--- src/rtl/xvga_timing.sv ---
// Raster timing generator for the 1024x768 path: counters, syncs and blank,
// plus line/frame strobes, a wrapping frame counter and a once-per-N-frames game tick.
module xvga_timing #(
  parameter int H_ACTIVE        = 1024,
  parameter int H_FP            = 24,
  parameter int H_SYNC          = 136,
  parameter int H_BP            = 160,
  parameter int V_ACTIVE        = 768,
  parameter int V_FP            = 3,
  parameter int V_SYNC          = 6,
  parameter int V_BP            = 29,
  parameter int FRAMES_PER_TICK = 60
) (
  input  logic        clock,
  input  logic        reset_n,
  input  logic        pixel_en,
  output logic [10:0] hcount,
  output logic [9:0]  vcount,
  output logic        hsync,
  output logic        vsync,
  output logic        blank,
  output logic        line_start,
  output logic        frame_start,
  output logic [7:0]  frame_count,
  output logic        game_tick
);

  localparam int H_TOTAL = H_ACTIVE + H_FP + H_SYNC + H_BP;
  localparam int V_TOTAL = V_ACTIVE + V_FP + V_SYNC + V_BP;
  localparam int TICK_W  = (FRAMES_PER_TICK > 1) ? $clog2(FRAMES_PER_TICK) : 1;

  localparam logic [10:0] H_LAST     = 11'(H_TOTAL - 1);
  localparam logic [10:0] H_VIS_END  = 11'(H_ACTIVE);
  localparam logic [10:0] HS_START   = 11'(H_ACTIVE + H_FP);
  localparam logic [10:0] HS_END     = 11'(H_ACTIVE + H_FP + H_SYNC);
  localparam logic [9:0]  V_LAST     = 10'(V_TOTAL - 1);
  localparam logic [9:0]  V_VIS_END  = 10'(V_ACTIVE);
  localparam logic [9:0]  VS_START   = 10'(V_ACTIVE + V_FP);
  localparam logic [9:0]  VS_END     = 10'(V_ACTIVE + V_FP + V_SYNC);
  localparam logic [TICK_W-1:0] TICK_LAST = TICK_W'(FRAMES_PER_TICK - 1);

  logic [10:0]       hcount_q, hcount_d;
  logic [9:0]        vcount_q, vcount_d;
  logic              hsync_q, hsync_d;
  logic              vsync_q, vsync_d;
  logic              blank_q, blank_d;
  logic              line_start_q, line_start_d;
  logic              frame_start_q, frame_start_d;
  logic [7:0]        frame_count_q, frame_count_d;
  logic              game_tick_q, game_tick_d;
  logic [TICK_W-1:0] tick_cnt_q, tick_cnt_d;

  logic              h_wrap;
  logic              v_wrap;
  logic [10:0]       h_next;
  logic [9:0]        v_next;

  // Flags are derived from the next counts so they leave the flops aligned with them.
  always_comb begin
    h_wrap = (hcount_q == H_LAST);
    v_wrap = h_wrap && (vcount_q == V_LAST);
    h_next = h_wrap ? 11'd0 : hcount_q + 11'd1;
    if (h_wrap) begin
      v_next = v_wrap ? 10'd0 : vcount_q + 10'd1;
    end else begin
      v_next = vcount_q;
    end

    hcount_d      = hcount_q;
    vcount_d      = vcount_q;
    hsync_d       = hsync_q;
    vsync_d       = vsync_q;
    blank_d       = blank_q;
    frame_count_d = frame_count_q;
    tick_cnt_d    = tick_cnt_q;
    line_start_d  = 1'b0;
    frame_start_d = 1'b0;
    game_tick_d   = 1'b0;

    if (pixel_en) begin
      hcount_d      = h_next;
      vcount_d      = v_next;
      blank_d       = (h_next >= H_VIS_END) || (v_next >= V_VIS_END);
      hsync_d       = !((h_next >= HS_START) && (h_next < HS_END));
      vsync_d       = !((v_next >= VS_START) && (v_next < VS_END));
      line_start_d  = h_wrap;
      frame_start_d = v_wrap;
      if (v_wrap) begin
        frame_count_d = frame_count_q + 8'd1;
        if (tick_cnt_q == TICK_LAST) begin
          tick_cnt_d  = '0;
          game_tick_d = 1'b1;
        end else begin
          tick_cnt_d  = tick_cnt_q + TICK_W'(1);
          game_tick_d = 1'b0;
        end
      end else begin
        frame_count_d = frame_count_q;
      end
    end else begin
      hcount_d = hcount_q;
    end
  end

  always_ff @(posedge clock or negedge reset_n) begin
    if (!reset_n) begin
      hcount_q      <= 11'd0;
      vcount_q      <= 10'd0;
      hsync_q       <= 1'b1;
      vsync_q       <= 1'b1;
      blank_q       <= 1'b0;
      line_start_q  <= 1'b0;
      frame_start_q <= 1'b0;
      frame_count_q <= 8'd0;
      game_tick_q   <= 1'b0;
      tick_cnt_q    <= '0;
    end else begin
      hcount_q      <= hcount_d;
      vcount_q      <= vcount_d;
      hsync_q       <= hsync_d;
      vsync_q       <= vsync_d;
      blank_q       <= blank_d;
      line_start_q  <= line_start_d;
      frame_start_q <= frame_start_d;
      frame_count_q <= frame_count_d;
      game_tick_q   <= game_tick_d;
      tick_cnt_q    <= tick_cnt_d;
    end
  end

  assign hcount      = hcount_q;
  assign vcount      = vcount_q;
  assign hsync       = hsync_q;
  assign vsync       = vsync_q;
  assign blank       = blank_q;
  assign line_start  = line_start_q;
  assign frame_start = frame_start_q;
  assign frame_count = frame_count_q;
  assign game_tick   = game_tick_q;

endmodule

--- config.mk ---
export PLATFORM = sky130hd
export DESIGN_NAME = xvga_timing
export DESIGN_NICKNAME = d
export VERILOG_FILES = /design/src/rtl/xvga_timing.sv
export SDC_FILE = /design/constraint.sdc
export NUM_CORES = 1
export LEC_CHECK = 0
export ABC_CLOCK_PERIOD_IN_PS = 2000
export CAP_MARGIN = 20
export CORE_ASPECT_RATIO = 1.2
export CORE_MARGIN = 4
export CORE_UTILIZATION = 45
export DETAILED_ROUTE_END_ITERATION = 12
export DONT_BUFFER_PORTS = 1
export REMOVE_ABC_BUFFERS = 1
export SKIP_LAST_GASP = 1
export SYNTH_ARGS = -nofsm -noshare
export SYNTH_HDL_FRONTEND = slang
export SYNTH_SLANG_ARGS = --single-unit
--- constraint.sdc ---
create_clock -name clock -period 2 [get_ports clock]
set_input_delay 0.1 -clock clock [delete_from_list [all_inputs] [get_ports clock]]
set_output_delay 0.1 -clock clock [all_outputs]
set_load 0.03 [all_outputs]
# [Word-level counts from Yosys, hierarchy flattened]
# Index checks and enable logic that the tools add are counted.
# W data, S select, Z words.
[totals] register_bits=41 out_inout_bits=35
[classes] n_addsub=4 order_cmp=6 muxes=9 reduce_logical=7 n_eq_ne=3
[ops] operator="$ge A11 B11 Y1 const B" count=2
[ops] operator="$ge A10 B10 Y1 const B" count=2
[ops] operator="$mux W10" count=2
[ops] operator="$add A11 B1 Y11 const B" count=1
[ops] operator="$eq A11 B11 Y1 const B" count=1
[ops] operator="$lt A11 B11 Y1 const B" count=1
[ops] operator="$mux W11" count=1
[ops] operator="$add A10 B1 Y10 const B" count=1
[ops] operator="$eq A10 B10 Y1 const B" count=1
[ops] operator="$lt A10 B10 Y1 const B" count=1
[ops] operator="$add A8 B1 Y8 const B" count=1
[ops] operator="$add A6 B1 Y6 const B" count=1
[ops] operator="$eq A6 B6 Y1 const B" count=1
[ops] operator="$mux W6" count=1
[ops] operator="$mux W1" count=5
[ops] operator="$logic_and A1 B1 Y1" count=3
[ops] operator="$logic_not A1 Y1" count=2
[ops] operator="$reduce_and A2 Y1" count=1
[ops] operator="$logic_or A1 B1 Y1" count=1

# [Logic depth before layout (Yosys ltp)]
# Gate-level depths: netlist of the first run.
[logic_depth] ltp_word=7 ltp_mapped=10 mapped_depth_nobuf=9

# [Least setup slack after synthesis of the first run]
# OpenSTA, ideal clock, no wires.
[synth_path] path_type="register -> register" from="register hcount_q[0] (netlist: hcount[0])" to="register blank_q (netlist: blank)" path_buffers=1 synth_period_minus_slack_ps=2131 slack_ps=-131 t_arrival_ps=2060 stages_incl_launch_ff=8 setup_ps=71 cell_sequence="dfrtp_1 > ha_1 > clkbuf_1 > nand4_4 > or4_1 > a31oi_1 > nor3_1 > nor2_1"
[synth_via] elab_chain_len=6
[synth_lines] element="start: declaration" line_no="42" rtl="logic [10:0] hcount_q, hcount_d;"
[synth_lines] element="start signal: assignment" line_no="118" rtl="hcount_q <= hcount_d;"
[synth_lines] element="branches (longest 5 deep; another with $add A11 B1 Y11)"
[synth_lines] element="$logic_or A1 B1 Y1 (*)" line_no="83" rtl="blank_d = (h_next >= H_VIS_END) || (v_next >= V_VIS_END);"
[synth_lines] element="end signal: assignment" line_no="122" rtl="blank_q <= blank_d;"
[synth_lines] element="end: declaration" line_no="46" rtl="logic blank_q, blank_d;"
# Every way passes the cells marked *.
# A chain may end at the register's enable or synchronous reset.

# [Final worst setup path of the first run]
[layout_path] from="register hcount_q[6] (netlist: hcount[6])" to="register blank_q (netlist: blank)"
# The elaborated chain is that of the path after synthesis.

==> summary.txt, run 1 <==
STA
  • Actual slew at the worst max-slew pin: 0.675 ns
  • RSZ-0062 raised after global routing: true
  • Final Skew: 0.00473 ns
  • Max-slew headroom: 54.8%
  • Final Slew Violations: 0
  • Final Hold Vio Count: 2
  • Final setup viols: 0
  • Final Cycle Share: 97.1%
  • Hold Slack: -0.0988 ns
  • F_max: 515 MHz
  • Final worst slack: 0.0575 ns
  • Tmin final: 1.94 ns

Power
  • Overall power: 2.41 mW
  • Pwr Density: 799 mW/mm2
  • Leakage power: 1.37 nW
  • VDD IR-drop max: 0.567 mV

Critical path
  • Ordered list of cells on the worst path: nor4b_4 > nand4_4 > or4_1 > a31oi_2 > nor3_1 > nor2_1
  • Critical Path AT: 2.17 ns
  • CP max-delay cell: or4_1
  • Flop2flop setup slack: 0.06 ns
  • Worst setup path category: reg -> reg
  • Cells on worst reg2reg path: 6
  • WP data required: 2.23 ns
  • CP delay by family, top: simple AND/OR/NAND/NOR gates
  • Crit path launch type: flop
  • R2R Path End: blank
  • Critical R2R Launch: hcount[6]
  • CP max stage delay: 0.56 ns
  • Crit end category: flop
  • CP Buf/Inv Count: 0
  • Worst Path Max Fanout: 4

Die
  • DIE HEIGHT: 89.0 um
  • Core region area: 0.00530 mm2
  • Row count: 29
  • Die footprint: 0.00671 mm2
  • Chip width: 75.5 um
  • Num ports: 38
  • Starting Density: 46.4%

Synthesis
  • Ys flop type: dfrtp_1
  • Yosys warning count: 0
  • Synth Area in Simple Gates: 28.7%
  • Synthesized instance count: 265
  • Synth cell types: 50
  • Mux cell area share after synthesis: 2.55%
  • Async S/R FF share, synth: 100%
  • Post-synthesis adder-cell area fraction: 2.55%
  • Post-synth EDFFs: 0
  • Cell Area, Synth: 0.00246 mm2
  • Sequential element share of the synthesized area: 41.9%
  • Main combinational cell family by area after synthesis: simple AND/OR/NAND/NOR gates
  • Synth Area in Compound Gates: 13.0%
  • Xor and xnor area share after synthesis: 6.77%
  • Avg Inst Size Synth: 9.27 um2
  • Yosys reg bits: 41

Placed design
  • Gpl congestion: 0.841
  • Placed Cells incl. Taps: 345
  • DP HPWL: 4070 um
  • Dpl cell area: 0.00270 mm2
  • IO Port Bufs: 0
  • Pre-CTS setup slack: 0.0476 ns

Hold path
  • Min-Delay Path Class: in -> reg
  • Hold Path Stages: 1
  • Hold_sp: pixel_en
  • Hold path endpoint: hcount[0]

Status
  • Status: complete, but fails checks
  • Failing checks: hold timing

GRT
  • Largest net degree at the start of global routing: 42
  • All-Layer GR Usage: 18.6%
  • Vias in the first global route: 2,001
  • Total gr overflow: 0
  • Initial antenna violation count: 0
  • Global-route wire length before repair: 9660 um

Layout
  • Final core occ: 56.9%
  • Finished Layout Cells: 365
  • Most frequent cells in the layout: 38 x dfrtp_1, 37 x buf_4, 36 x nand2_1
  • ANT cells: 0
  • Final Instance Area: 0.00301 mm2
  • Area grow syn2layout: 22.6%
  • Most common cell after layout, fill and taps aside: dfrtp_1
  • Final nets: 310
  • Share of layout cells above drive strength 1: 23.8%

Detailed routing
  • 1st-iter DRT viols: 71
  • Antenna viol nets, final: 0
  • Final WL: 5920 um
  • Vias/cell: 5.73
  • Routed WL per cell: 16.2 um
  • # DRC: 0
  • First-pass DRT Iterations: 4
  • Via count: 2,091

CTS
  • CTS H-tree lvls: 2
  • Clock latency at the later pin of the worst-skew pair: 0.30 ns
  • Clock-pin slew on the worst setup and hold paths: 0.08 ns
  • TritonCTS Buffers: 5
  • CTS tree: yes
  • CTS root buffer: clkbuf_8
  • Max clock buf depth: 2
  • # hold bufs at CTS: 9
  • Clk sinks: 41

Flow run
  • Max-cap violations: 0
report_power, final:
part / switching (mW) / leakage (nW) / total (mW) / internal (mW)
sequential: 0.0567 / 0.541 / 0.949 / 0.893
combinational: 0.391 / 0.762 / 0.663 / 0.272
clock: 0.300 / 0.0681 / 0.796 / 0.496
state kept, by name, summed over array words and instances (netlist names):
register / flops
frame_count: 8
vcount: 10
blank: 1
frame_start: 1
tick_cnt_q: 6
hsync: 1
line_start: 1
hcount: 11
game_tick: 1
vsync: 1
metal layers:
metal | part of all wire, % | up-vias | GRT usage [%]
met5 | 0 | - | 0
met4 | 2.1 | 0 | 6.20
met3 | 5.6 | 12 | 5.40
met2 | 49 | 46 | 30.8
met1 | 43 | 1015 | 23.1
li1 | - | 1018 | -
kinds of logic after synthesis:
group / after synthesis
AO/OA/AOI/OAI: 49
XOR/XNOR: 19
adder cells (fa/ha/maj): 5
buffers and inverters: 22
flip-flops: 41
multiplexers: 6
AND/OR/NAND/NOR: 123
how the worst max path moves through the flow:
stage | startpoint | end | slack [ns] | cells after the start
floorplan | vcount[0] | frame_count[6] | -0.18 | 8
global placement | vcount[1] | blank | 0.08 | 7
detailed placement | vcount[1] | blank | 0.05 | 7
CTS | hcount[7] | frame_count[6] | 0.002 | 7
global route | hcount[6] | blank | -0.06 | 6
finish | hcount[6] | blank | 0.06 | 6
worst register-to-register path: cells and delay by family (launching register included):
kind	cells	cell delay, ns
flip-flops	1	0.42
AO/OA/AOI/OAI	1	0.18
AND/OR/NAND/NOR	5	1.28
cell type report:
cell class                 instances  area, um2
clock buffer                       5       68.8
clock inverter                     3       65.1
inverter                           5       23.8
multi-input combinational        202       1350
tap                               62       77.6
sequential                        41       1030
timing repair buffer              47        399
fill                             462       2280
what timing repair did:
| action | CTS | global route |
|---|---|---|
| hold endpoints to repair | 58 | 1 |
| gates resized for setup | 0 | 15 |
| endpoints found under the setup margin | 0 | 10 |
| setup buffers | 0 | 4 |
through the flow:
stage	setup TNS [ns]	hold slack, ns
after CTS	0	0.00169
after global routing	-0.0865	-0.101
after floorplan	-1.08	-0.196
after detailed placement	0	-0.194
final	0	-0.0988
after global placement	0	-0.195
Yosys cell counts (all sizes together) (2+ instances only):
| library cell | n | area (um2) |
|---|---|---|
| or4 | 2 | 15.0 |
| nor3 | 8 | 45.0 |
| dfstp | 2 | 52.6 |
| xnor2 | 10 | 87.6 |
| o31a | 2 | 17.5 |
| nand3 | 14 | 82.6 |
| o41ai | 2 | 17.5 |
| or3 | 2 | 12.5 |
| nand4 | 14 | 103 |
| and4 | 3 | 28.8 |
| mux2i | 4 | 40.0 |
| inv | 5 | 18.8 |
| nor2 | 21 | 78.8 |
| and3 | 2 | 12.5 |
| mux2 | 2 | 22.5 |
| xor2 | 9 | 78.8 |
| nor4 | 2 | 27.5 |
| a31oi | 6 | 37.5 |
| and2 | 7 | 43.8 |
| a21oi | 5 | 25.0 |
| ha | 5 | 62.6 |
| o21ai | 18 | 90.1 |
| nand2b | 3 | 18.8 |
| buf | 7 | 53.8 |
| dfrtp | 39 | 976 |
| o31ai | 4 | 30.0 |
| clkbuf | 10 | 40.0 |
| nand2 | 38 | 150 |
| o22ai | 2 | 12.5 |
| nor2b | 3 | 18.8 |
| a21o | 4 | 30.0 |
Power figures use the tool's default switching activity.
==> run 2, diff against run 1 <==
--- a/config.mk
+++ b/config.mk
@@ -12,7 +12,6 @@
 export CORE_UTILIZATION = 45
 export DETAILED_ROUTE_END_ITERATION = 12
 export DONT_BUFFER_PORTS = 1
-export REMOVE_ABC_BUFFERS = 1
 export SKIP_LAST_GASP = 1
 export SYNTH_ARGS = -nofsm -noshare
 export SYNTH_HDL_FRONTEND = slang
==> run 2 against run 1 <==
  * The run now ends clean
  * Count of clock-buffer cells in the layout did not move
  * Cell area shrank 0.58%
  * Combinational power shrank 2%
  * Cell count is 1.9% lower
  * Global-route usage decreased by 0.057 points
  * Via count decreased by 0.91%
  * First-iteration DRC count is 13% higher
  * Die area stayed put
  * Critical path type unchanged
  * Critical endpoint is now frame_count[4]
==> summary.txt, run 2 (synthesis gave the netlist of run 1 again) <==
Status
  • Status: finished, final reports clean

Layout
  • Sequential Area: 0.00104 mm2 (+1.1%)
  • Most common cell after layout, fill and taps aside: nand2_1
  • Multi-input logic area: 0.00139 mm2 (+2.8%)
  • Max FFs per register: 11 (unchanged)
  • Area grow syn2layout: 21.9%
  • Fillers: 461 (-0.22%)
  • ANT cells: 0 (unchanged)
  • Final core occ: 56.5% (-0.33 points)
  • Final nets: 303 (-2.3%)
  • Share of layout cells above drive strength 1: 26.4% (+2.6 points)
  • Most frequent cells in the layout: 37 x nand2_1, 33 x buf_4, 29 x dfrtp_1

GRT
  • Vias in the first global route: 2,035 (+1.7%)
  • Global-route wire length before repair: 9560 um (-1.0%)
  • All-Layer GR Usage: 18.5% (-0.057 points)
  • Largest net degree at the start of global routing: 42 (unchanged)
  • Initial antenna violation count: 0 (unchanged)
  • Total gr overflow: 0 (unchanged)

Detailed routing
  • First-pass DRT Iterations: 4 (unchanged)
  • Final WL: 5790 um (-2.1%)
  • Via count: 2,072 (-0.91%)
  • Vias/cell: 5.79 (+1.0%)
  • 1st-iter DRT viols: 80 (+13%)
  • # DRC: 0 (unchanged)
  • Routed WL per cell: 16.2 um (-0.22%)
  • Antenna viol nets, final: 0 (unchanged)

Flow run
  • Max-cap violations: 0 (unchanged)

Critical path
  • CP delay by family, top: simple AND/OR/NAND/NOR gates
  • Crit path launch type: flop
  • Worst setup path category: reg -> reg
  • CP max-delay cell: dfrtp_2
  • CP max stage delay: 0.44 ns (-0.12 ns)
  • CP Launch Point: hcount[7]
  • Crit end category: flop
  • Worst Path Max Fanout: 9 (+5)
  • WP data required: 2.18 ns (-0.05 ns)
  • Critical R2R Launch: hcount[7]
  • Critical Path AT: 2.07 ns (-0.10 ns)
  • Most frequent CP cell: buf_4
  • CP Buf/Inv Count: 3 (+3)
  • Ordered list of cells on the worst path: nor4b_4 > buf_4 > and4_4 > nand3_4 > inv_4 > nand4_1 > buf_4 > xnor2_1

Die
  • Die footprint: 0.00671 mm2 (unchanged)
  • Core region area: 0.00530 mm2 (unchanged)
  • Num ports: 38 (unchanged)
  • Row count: 29 (unchanged)
  • DIE HEIGHT: 89.0 um (unchanged)
  • Chip width: 75.5 um (unchanged)
  • Starting Density: 46.4% (unchanged)

STA
  • Final Slew Violations: 0 (unchanged)
  • Hold Slack: 0.00642 ns (+0.105 ns)
  • Final Hold Vio Count: 0 (-2)
  • Tmin final: 1.89 ns (-0.0558 ns)
  • F_max: 530 MHz (+3.0%)
  • Actual slew at the worst max-slew pin: 0.682 ns (+0.00686 ns)
  • Final Skew: 0.0137 ns (+0.00896 ns)
  • Max-slew headroom: 54.4% (-0.46 points)
  • Final Cycle Share: 94.3% (-2.8 points)
  • Final setup viols: 0 (unchanged)
  • RSZ-0062 raised after global routing: true

CTS
  • Clock-pin slew on the worst setup and hold paths: 0.09 ns (about the same)
  • TritonCTS Buffers: 5 (unchanged)
  • Clock latency at the later pin of the worst-skew pair: 0.30 ns (about the same)
  • CTS root buffer: clkbuf_8
  • Max clock buf depth: 2 (unchanged)
  • CTS tree: yes
  • Clk sinks: 41 (unchanged)
  • CTS H-tree lvls: 2 (unchanged)

Power
  • VDD IR-drop max: 0.421 mV (-26%)
  • Leakage power: 1.35 nW (-1.6%)
  • Pwr Density: 807 mW/mm2 (+0.93%)

Hold path
  • Hold_sp: pixel_en
  • Min-Delay Path Class: in -> reg

Placed design
  • DP HPWL: 4030 um (-0.95%)
  • Gpl congestion: 0.918 (+9.1%)
  • IO Port Bufs: 0 (unchanged)

Synthesis
  • Syn_nets: 273
-- run 2: cell count changes in the layout (fill, tap and decap cells not counted), sizes merged --
cell and change:
buf -3, clkinv -2, dlygate4sd3 -4, inv +2
-- run 2: through the flow --
step | setup WS (ns) | setup TNS (ns) | std cells | cell area [um2] | power, mW
2_1_floorplan | -0.0128 | -0.0329 | 265 | 2490 | 1.38
3_3_place_gp | 0.0591 | 0 | 343 | 2720 | 1.57
3_5_place_dp | 0.0120 | 0 | 343 | 2720 | 1.58
4_1_cts | 0.0302 | 0 | 356 | 2910 | 2.43
5_1_grt | -0.0280 | -0.0436 | 358 | 3000 | 2.52
6_report | 0.113 | 0 | 358 | 3000 | 2.42
-- run 2: worst min-delay path, delay by kind of cell --
family             cells  cell delay, ns
and+or+nand+nor        1            0.05
AOI/OAI and AO/OA      2            0.11
-- run 2: path summary, 6_finish.rpt --
check	to	slack [ns]	cells past startpoint
worst max register to register	frame_count[4]	0.11	8
max in group asynchronous	vsync	1.46	2
worst min-delay path	vcount[9]	0.006	3
min in group asynchronous	hcount[8]	0.27	2
worst min register to register	tick_cnt_q[1]	0.50	2
worst max-delay path	frame_count[4]	0.11	8
-- run 2: cell type report --
class / instances / area share (%)
clock inverters: 3 / 2.30
flip-flops and latches: 41 / 34.8
inverters: 5 / 0.710
multi-input cells: 202 / 46.3
repair buffers: 40 / 11.1
well taps: 62 / 2.59
clock buffers: 5 / 2.30
-- run 2: repair_timing --
item / 4_1_cts / 5_1_grt
endpoints found under the hold margin: 56 / 0
hold buffers: 4 / 0
setup endpoints to repair: 2 / 7
pin swaps: 1 / 5
gates resized for setup: 0 / 13
buffers inserted: 1 / 2
-- run 2: report_power, final --
part	switching [mW]	internal (mW)	total [mW]
registers	0.0469	0.896	0.943
logic	0.404	0.248	0.652
clock network	0.318	0.503	0.821
total	0.769	1.65	2.42
-- run 2: metal layers --
layer / wire [um] / GRT usage, % / up-vias
met5: 0 / 0 / -
met4: 42 / 4.29 / 0
met3: 296 / 4.50 / 6
met2: 2900 / 31.8 / 47
met1: 2550 / 23.5 / 1006
li1: - / - / 1013
==> run 3, diff against run 2 <==
--- a/config.mk
+++ b/config.mk
@@ -12,6 +12,7 @@
 export CORE_UTILIZATION = 45
 export DETAILED_ROUTE_END_ITERATION = 12
 export DONT_BUFFER_PORTS = 1
+export SETUP_SLACK_MARGIN = 0.2
 export SKIP_LAST_GASP = 1
 export SYNTH_ARGS = -nofsm -noshare
 export SYNTH_HDL_FRONTEND = slang
==> run 3 against run 2 <==
  * Clock power down 1%
  * Critical endpoint is now vsync
  * Critical path depth shrank 1
  * Combinational power is essentially flat
  * Cell count increased by 5.3%
  * Count of clock-buffer cells in the layout is the same
  * Setup slack got worse by 0.097 ns
  * Cell area increased by 11%
==> summary.txt, run 3 (synthesis gave the netlist of run 1 again) <==
STA
  • RSZ-0062 raised after global routing: true
  • Final Hold Vio Count: 0 (unchanged)
  • Final setup viols: 0 (unchanged)
  • Final Cycle Share: 99.2% (+4.8 points)
  • Final Skew: 0.00928 ns (-0.00441 ns)
  • Final Slew Violations: 0 (unchanged)
  • Max-slew headroom: 39.1% (-15 points)
  • Actual slew at the worst max-slew pin: 0.911 ns (+0.229 ns)
  • Fin Setup TNS: 0 ns (unchanged)
  • F_max: 504 MHz (-4.9%)
  • Tmin final: 1.98 ns (+0.0966 ns)

CTS
  • CTS H-tree lvls: 2 (unchanged)
  • Clock latency at the later pin of the worst-skew pair: 0.30 ns (about the same)
  • Max clock buf depth: 2 (unchanged)
  • CTS tree: yes
  • Clk sinks: 41 (unchanged)
  • CTS root buffer: clkbuf_8
  • Clock-pin slew on the worst setup and hold paths: 0.09 ns (about the same)
  • TritonCTS Buffers: 5 (unchanged)

Layout
  • Most frequent cells in the layout: 43 x buf_4, 30 x nand2_1, 24 x dfrtp_1
  • ANT cells: 0 (unchanged)
  • Final nets: 322 (+6.3%)
  • Final core occ: 62.7% (+6.1 points)
  • Max FFs per register: 11 (unchanged)
  • Share of layout cells above drive strength 1: 40.0% (+14 points)
  • Final Instance Area: 0.00332 mm2 (+11%)
  • Area grow syn2layout: 35.1%
  • Fillers: 428 (-7.2%)
  • Most common cell after layout, fill and taps aside: buf_4

Detailed routing
  • Final WL: 6330 um (+9.3%)
  • 1st-iter DRT viols: 81 (+1.3%)
  • # DRC: 0 (unchanged)
  • First-pass DRT Iterations: 4 (unchanged)
  • Via count: 2,174 (+4.9%)
  • Vias/cell: 5.77 (-0.37%)
  • Antenna viol nets, final: 0 (unchanged)
  • Routed WL per cell: 16.8 um (+3.8%)

Power
  • Int Pwr: 1.64 mW (-0.18%)
  • Logic pwr share: 27.1% (about the same)
  • Switching Power: 765 uW (-0.57%)
  • VDD IR-drop max: 0.511 mV (+21%)
  • Clk pwr share: 33.8% (-0.2 points)
  • Sw Ratio: 31.7% (-0.084 points)
  • Pwr Density: 726 mW/mm2 (-10%)
  • Sequential Power Share: 39.1% (about the same)
  • Leakage power: 1.49 nW (+10%)

Die
  • Num ports: 38 (unchanged)
  • Core region area: 0.00530 mm2 (unchanged)
  • Chip width: 75.5 um (unchanged)
  • Starting Density: 46.4% (unchanged)
  • Row count: 29 (unchanged)
  • Die footprint: 0.00671 mm2 (unchanged)
  • DIE HEIGHT: 89.0 um (unchanged)

Placed design
  • Dpl cell area: 0.00276 mm2 (+1.6%)
  • DP HPWL: 4100 um (+1.8%)
  • Gpl congestion: 0.961 (+4.7%)
  • IO Port Bufs: 0 (unchanged)

Synthesis
  • Syn_nets: 273 (unchanged)

Critical path
  • Crit end category: flop
  • CP Launch Point: hcount[9]
  • Flop2flop setup slack: 0.02 ns (-0.10 ns)
  • Worst setup path category: reg -> reg
  • Critical R2R Launch: hcount[9]
  • CP endpoint: vsync
  • Critical Path AT: 2.20 ns (+0.13 ns)
  • Cells on worst reg2reg path: 7 (-1)
  • R2R Path End: vsync
  • Worst Path Max Fanout: 4 (-5)
  • WP data required: 2.22 ns (+0.04 ns)
  • Crit path launch type: flop

Status
  • Status: finished, final reports clean

GRT
  • Initial antenna violation count: 0 (unchanged)
  • Vias in the first global route: 2,131 (+4.7%)
  • Largest net degree at the start of global routing: 42 (unchanged)
  • Total gr overflow: 0 (unchanged)
  • All-Layer GR Usage: 19.3% (+0.78 points)
  • Global-route wire length before repair: 10,000 um (+5.0%)

Hold path
  • Min-Delay Path Class: in -> reg

Flow run
  • Max-cap violations: 0 (unchanged)
[run 3: area by class of cell]
cell class | instances | area [um2] | area share (%)
clock buffer | 5 | 68.8 | 2.07
timing repair inverter | 1 | 3.75 | 0.113
clock inverter | 3 | 68.8 | 2.07
multi-input combinational | 202 | 1520 | 45.9
tap | 62 | 77.6 | 2.34
timing repair buffer | 58 | 504 | 15.2
sequential | 41 | 1050 | 31.5
inverter | 5 | 26.3 | 0.792
[run 3: stage by stage]
step / worst slack (ns) / std cells / hold WS, ns / power (mW)
6_report: 0.0167 / 377 / 0.0156 / 2.41
5_1_grt: -0.108 / 377 / 0.0279 / 2.53
4_1_cts: 0.0515 / 368 / 0.00137 / 2.43
3_5_place_dp: 0.0220 / 346 / -0.194 / 1.56
3_3_place_gp: 0.0821 / 346 / -0.194 / 1.55
2_1_floorplan: -0.00320 / 265 / -0.196 / 1.41
[run 3: layer usage]
layer / GRT usage [%] / up-vias / wire [um]
met3: 4.39 / 6 / 344
li1: - / 1046 / -
met5: 0 / - / 0
met1: 23.8 / 1073 / 2620
met4: 6.68 / 0 / 82
met2: 33.0 / 49 / 3290
[run 3: worst min-delay path by stage]
stage          slack (ns)          end     start  cells past startpoint
2_1_floorplan       -0.20        blank   reset_n                      0
3_3_place_gp        -0.19    vcount[6]   reset_n                      0
3_5_place_dp        -0.19    vcount[6]   reset_n                      0
4_1_cts             0.001  frame_start  pixel_en                      2
5_1_grt              0.03    hcount[5]  pixel_en                      2
6_report             0.02    hcount[5]  pixel_en                      2
[run 3: critical path, stage by stage, from the launching register on]
cell	delay (ns)
dfrtp_2	0.43
nor4b_4	0.39
nand4_4	0.16
buf_6	0.17
or3_4	0.32
a32oi_1	0.21
a31oi_1	0.07
a31oi_1	0.17
[run 3: power groups by stage]
stage | registers, mW | logic (mW) | clock network (mW)
detailed placement | 0.961 | 0.594 | 0
global route | 0.951 | 0.717 | 0.862
global placement | 0.957 | 0.590 | 0
finish | 0.942 | 0.653 | 0.813
floorplan | 1.10 | 0.305 | 0
CTS | 0.944 | 0.640 | 0.841
[run 3: repair_timing]
| item | in CTS | in global routing |
|---|---|---|
| hold buffers | 5 | 0 |
| gates resized for setup | 21 | 37 |
| setup buffers | 8 | 9 |
| setup endpoints to repair | 14 | 27 |
| pin swaps | 10 | 23 |
| endpoints found under the hold margin | 59 | 0 |
| cloned | 1 | 0 |
